**config.mk**
```make
export PLATFORM = sky130hd
export DESIGN_NAME = fetch_unit_flat
export DESIGN_NICKNAME = d
export VERILOG_FILES = /design/src/rtl/fetch_unit_if.sv /design/src/rtl/fetch_unit.sv /design/src/flat_wrapper.sv
export SDC_FILE = /design/constraint.sdc
export NUM_CORES = 1
export LEC_CHECK = 0
export CAP_MARGIN = 5
export CORE_UTILIZATION = 35
export CTS_CLUSTER_DIAMETER = 200
export DETAILED_ROUTE_END_ITERATION = 7
export GPL_TIMING_DRIVEN = 0
export PLACE_DENSITY_LB_ADDON = 0.15
export SYNTH_ARGS = -nofsm -noshare
export SYNTH_HDL_FRONTEND = slang
export SYNTH_SLANG_ARGS = --single-unit
```
**constraint.sdc**
```tcl
create_clock -name clk -period 2.4 [get_ports clk]
set_clock_uncertainty 0.1 [all_clocks]
set_input_delay 0.72 -clock clk [delete_from_list [all_inputs] [get_ports clk]]
set_output_delay 0.72 -clock clk [all_outputs]
set_load 0.005 [all_outputs]
```
**src/rtl/fetch_unit_if.sv**
```systemverilog
// Fetch-stage bus: instruction-memory read port plus the decode-side valid/ready handshake.
interface fetch_unit_if;
    logic [31:0] PC;
    logic [31:0] Instruction_Code;
    logic        id_valid;
    logic [31:0] id_instr;
    logic [31:0] id_pc;
    logic        id_ready;
    logic [1:0]  fifo_count;

    modport master (
        output PC,
        output id_valid,
        output id_instr,
        output id_pc,
        output fifo_count,
        input  Instruction_Code,
        input  id_ready
    );

    modport slave (
        input  PC,
        input  id_valid,
        input  id_instr,
        input  id_pc,
        input  fifo_count,
        output Instruction_Code,
        output id_ready
    );
endinterface

```
**src/rtl/fetch_unit.sv**
```systemverilog
// Instruction fetch stage: PC register feeding a combinational instruction memory,
// with a 2-entry {pc, instr} FIFO toward decode, stall and redirect/flush support.
module fetch_unit #(
    parameter logic [31:0] RESET_PC  = 32'h0000_0000,
    parameter int unsigned MEM_BYTES = 32
) (
    input  logic               clk,
    input  logic               reset,
    input  logic               fetch_en,
    input  logic               redirect_valid,
    input  logic [31:0]        redirect_pc,
    fetch_unit_if.master       bus
);

    localparam logic [31:0] ADDR_MASK = MEM_BYTES - 1;

    logic [31:0] pc_q;
    logic [31:0] entry_pc    [2];
    logic [31:0] entry_instr [2];
    logic        rd_ptr;
    logic        wr_ptr;
    logic [1:0]  count;

    logic        pop;
    logic        push;
    logic        head_valid;

    assign head_valid = (count != 2'd0);
    assign pop        = head_valid & bus.id_ready;
    // A full FIFO may still accept a push when the head leaves in the same cycle.
    assign push       = fetch_en & ~redirect_valid & ((count < 2'd2) | pop);

    always_ff @(posedge clk or negedge reset) begin
        if (!reset) begin
            pc_q           <= RESET_PC;
            entry_pc[0]    <= 32'd0;
            entry_pc[1]    <= 32'd0;
            entry_instr[0] <= 32'd0;
            entry_instr[1] <= 32'd0;
            rd_ptr         <= 1'b0;
            wr_ptr         <= 1'b0;
            count          <= 2'd0;
        end else if (redirect_valid) begin
            pc_q   <= redirect_pc & ~32'h3 & ADDR_MASK;
            rd_ptr <= 1'b0;
            wr_ptr <= 1'b0;
            count  <= 2'd0;
        end else begin
            if (push) begin
                entry_pc[wr_ptr]    <= pc_q;
                entry_instr[wr_ptr] <= bus.Instruction_Code;
                wr_ptr              <= ~wr_ptr;
                pc_q                <= (pc_q + 32'd4) & ADDR_MASK;
            end
            if (pop) begin
                rd_ptr <= ~rd_ptr;
            end
            if (push && !pop) begin
                count <= count + 2'd1;
            end else if (pop && !push) begin
                count <= count - 2'd1;
            end
        end
    end

    assign bus.PC         = pc_q;
    assign bus.id_valid   = head_valid;
    assign bus.id_instr   = entry_instr[rd_ptr];
    assign bus.id_pc      = entry_pc[rd_ptr];
    assign bus.fifo_count = count;

endmodule
```
**src/flat_wrapper.sv**
```systemverilog
// flat-port wrapper written by rule: the top's interface ports become plain ports
module fetch_unit_flat 
#(
    parameter logic [31:0] RESET_PC  = 32'h0000_0000,
    parameter int unsigned MEM_BYTES = 32
)
  (clk, reset, fetch_en, redirect_valid, redirect_pc, bus_PC, bus_id_valid, bus_id_instr, bus_id_pc, bus_fifo_count, bus_Instruction_Code, bus_id_ready);
  fetch_unit_if bus_i ();
  input  logic clk;
  input  logic reset;
  input  logic fetch_en;
  input  logic redirect_valid;
  input  logic [31:0] redirect_pc;
  output wire logic [$bits(bus_i.PC)-1:0] bus_PC;
  output wire logic [$bits(bus_i.id_valid)-1:0] bus_id_valid;
  output wire logic [$bits(bus_i.id_instr)-1:0] bus_id_instr;
  output wire logic [$bits(bus_i.id_pc)-1:0] bus_id_pc;
  output wire logic [$bits(bus_i.fifo_count)-1:0] bus_fifo_count;
  input wire logic [$bits(bus_i.Instruction_Code)-1:0] bus_Instruction_Code;
  input wire logic [$bits(bus_i.id_ready)-1:0] bus_id_ready;
  assign bus_PC = bus_i.PC;
  assign bus_id_valid = bus_i.id_valid;
  assign bus_id_instr = bus_i.id_instr;
  assign bus_id_pc = bus_i.id_pc;
  assign bus_fifo_count = bus_i.fifo_count;
  assign bus_i.Instruction_Code = bus_Instruction_Code;
  assign bus_i.id_ready = bus_id_ready;
  fetch_unit #(.RESET_PC(RESET_PC), .MEM_BYTES(MEM_BYTES)) u_core (.clk(clk), .reset(reset), .fetch_en(fetch_en), .redirect_valid(redirect_valid), .redirect_pc(redirect_pc), .bus(bus_i));
endmodule
```
==> results_dict.tcl <==
set metrics [dict create \
    async_flop_share_pct 100.0 \
    fin_ws_ps 14.07 \
    synth_edf_count 0 \
    drive_gt1_share_pct 42.54 \
    syn_to_final_growth_pct 42.03 \
    gp_congestion 0.6785 \
    synth_top_area_share_pct 49.90 \
    rrSetupSlack_ps 570 \
    finalCritPeriodShare_pct 99.41 \
    start_util_pct 36.74 \
    die_w_um 107.0 \
    tritoncts "done" \
    remaining_drc_errors 0 \
    synth-seq-cells 77 \
    htreeDepth 3 \
    via_per_inst 4.225 \
    final-hold-violation-count 0 \
    path_class "flip-flop to output pin" \
    clk_pin_slew_ps 80 \
    drv_cap 0 \
    n_fill_cell 966 \
    p_clk_share_pct 23.6 \
    ir_drop_mv 0.2925 \
    drtIter0Drc 36 \
    cpPeakStageDelay_ps 430 \
    synth_area_leaders "dfrtp_1 50%, mux2_2 22%, buf_4 11%" \
    cts_buffer_depth 2 \
    hold_buffers 0 \
    critPathCapture "bus_id_instr[15]" \
    finalMaxSlewViolations 0 \
    r2r_end "u_core.entry_instr[58]$_DFFE_PN0P_" \
    p_leak_nw 2.781 \
    post-synth-top-count-cell "dfrtp_1" \
    fin_cells 592 \
    die_h_um 107.0 \
    wl_per_cell_um 13.56 \
    port_buffers 80 \
    drtPass1Iterations 4 \
    regArea_um2 1931 \
    worstPathMaxFanout 9 \
    routed-via-count 2501 \
    pwr-share-seq_pct 46.9 \
    tns_ps 0 \
    synthCells 289 \
    wirelength_mm 8.030 \
    dieArea_um2 11460 \
    clk_latency_ps 340 \
    grt_usage_pct 14.37 \
    nNetsFinal 521 \
    n_antenna_cell 0 \
    clock_sinks 77 \
    path_common_cell "buf_12" \
    synth.avg_cell_area_um2 13.36 \
    ys_top_cells_by_count "77 x dfrtp_1, 76 x mux2_2, 58 x buf_4" \
    worst_ep_required_time_ps 1580 \
    rsz0062_at_grt "true" \
    timing.final.crit_period_ps 2386 \
    pre_cts_ws_ps -665.4 \
    hold_path_class "primary input to asynchronous set/reset pin" \
    worst_path_max_delay_cell "dfrtp_2" \
    final-setup-viol-count 0 \
    p_per_area_nw_per_um2 687.1 \
    endpoint_kind "output pin" \
    numCtsBuffers 9 \
    core-area_um2 10510 \
    synth_ff_type "dfrtp_1" \
    dpl.hpwl_mm 5.446 \
    grt_pass1_vias 2529 \
    grt_first_pass_wirelength_mm 12.65 \
    dp.cells 563 \
    grt_max_degree 54 \
    p_switching_mw 1.004 \
    timing.rr.start "u_core.bus.fifo_count[1]$_DFFE_PN0P_" \
    r2r_cells 6 \
    rows 37 \
    cp_cell_sequence "buf_12 -> buf_12 -> buf_4 -> mux2_2 -> clkbuf_2" \
    cp_data_arrival_time_ps 1570 \
    syn_area_um2 3861 \
    antenna_left 0 \
    synth.distinct_cells 32 \
    grt_antenna_before_repair 0 \
    crit_path_start "u_core.rd_ptr$_DFFE_PN0P_" \
    root_buffer "clkbuf_8" \
    swShare_pct 26.63 \
    cp-start-kind "flip-flop" \
    status "finished, final reports clean" \
    pin_count 168 \
    multi_input_area_um2 1629 \
    yosys.area.top_type "dfrtp_1" \
    synth_seq_area_share_pct 49.90 \
    comb_power_share_pct 29.5 \
    yosys_warnings 0 \
    overflow 0 \
    max_freq_mhz 419.1 \
    power.internal_mw 2.764 \
]
==> area by class of cell <==
type	instances	share of cell area, %
clock buffer	10	2.510
clock inverter	6	0.7073
buffer	68	10.02
sequential	77	35.20
inverter	6	0.4107
tap	136	3.103
timing repair buffer	95	18.34
multi-input combinational	194	29.71
==> power by group through the flow <==
stage               sequential [mW]  clock [mW]  combinational, mW
floorplan                      1.74           0              0.626
global placement               1.77           0               1.12
detailed placement             1.79           0               1.13
CTS                            1.77       0.928               1.16
global route                   1.82       0.981               1.23
finish                         1.77       0.888               1.11
==> registers in the layout, indices dropped and copies added, names as in the netlist <==
signal and cells:
u_core.bus.PC 3, u_core.wr_ptr 1, u_core.rd_ptr 1, u_core.bus.fifo_count 2
u_core.entry_instr 64, u_core.entry_pc 6
==> critical path, delay by kind of cell, from the launching register on <==
kind     cells  cell delay [ps]
flops        1              430
mux          1              270
buf+inv      4              540
==> logic make-up after synthesis <==
kind of cell	after synthesis	share of synthesized area, %
compound gates	14	2.528
xor+xnor	1	0.2269
fa+ha+maj	1	0.3240
buf+inv	75	13.64
flops	77	49.90
mux	105	30.62
other cells	1	0.09712
simple gates	15	2.657
==> worst min-delay path by stage <==
| stage | endpoint | depth (start not counted) | start |
|---|---|---|---|
| after floorplan | u_core.bus.PC[2]$_DFFE_PN0P_ | 0 | reset |
| after global routing | u_core.entry_instr[50]$_DFFE_PN0P_ | 1 | reset |
| after global placement | u_core.entry_instr[35]$_DFFE_PN0P_ | 1 | u_core.entry_instr[35]$_DFFE_PN0P_ |
| final | u_core.entry_instr[50]$_DFFE_PN0P_ | 1 | reset |
| after CTS | u_core.entry_instr[46]$_DFFE_PN0P_ | 1 | reset |
| after detailed placement | u_core.entry_pc[36]$_DFFE_PN0P_ | 1 | u_core.entry_pc[36]$_DFFE_PN0P_ |
==> placed cells by master (no fill, tap or decap), types with 2 or more instances in the layout <==
master	count
nor2_1	4
nor2b_1	2
clkbuf_16	2
or2_2	2
dlymetal6s2s_1	26
buf_2	2
clkbuf_2	9
conb_1	58
mux2_1	29
clkbuf_4	2
mux2_2	76
a21oi_1	2
clkdlybuf4s50_1	44
buf_4	68
dfrtp_1	74
buf_12	3
nor4_1	2
clkinv_2	3
clkinvlp_4	2
clkbuf_8	10
a31oi_1	3
o21ai_0	2
dfrtp_2	3
inv_1	5
buf_6	5
==> per-layer routing <==
layer	track usage [%]	wire length, µm
met5	0	0
met2	23.04	3831
met3	3.404	516
met4	5.871	124
met1	18.60	3557
==> timing repair <==
| item | 4_1_cts | 5_1_grt |
|---|---|---|
| gates cloned | 0 | 2 |
| setup endpoints to repair | 71 | 65 |
| setup buffers | 5 | 7 |
| pin swaps | 1 | 0 |
| hold endpoints to repair | 0 | 0 |
| gates resized for setup | 11 | 55 |
==> per-stage QoR <==
stage	cell area [µm²]	power, mW	utilization [%]	hold slack, ps
global placement	5046	2.889	48.02	363.3
CTS	5309	3.853	50.52	168.4
detailed placement	5071	2.926	48.26	370.8
global route	5484	4.027	52.18	177.4
finish	5484	3.768	52.18	177.3
floorplan	4075	2.369	-	324.4
(Power assumes the default switching activity.)
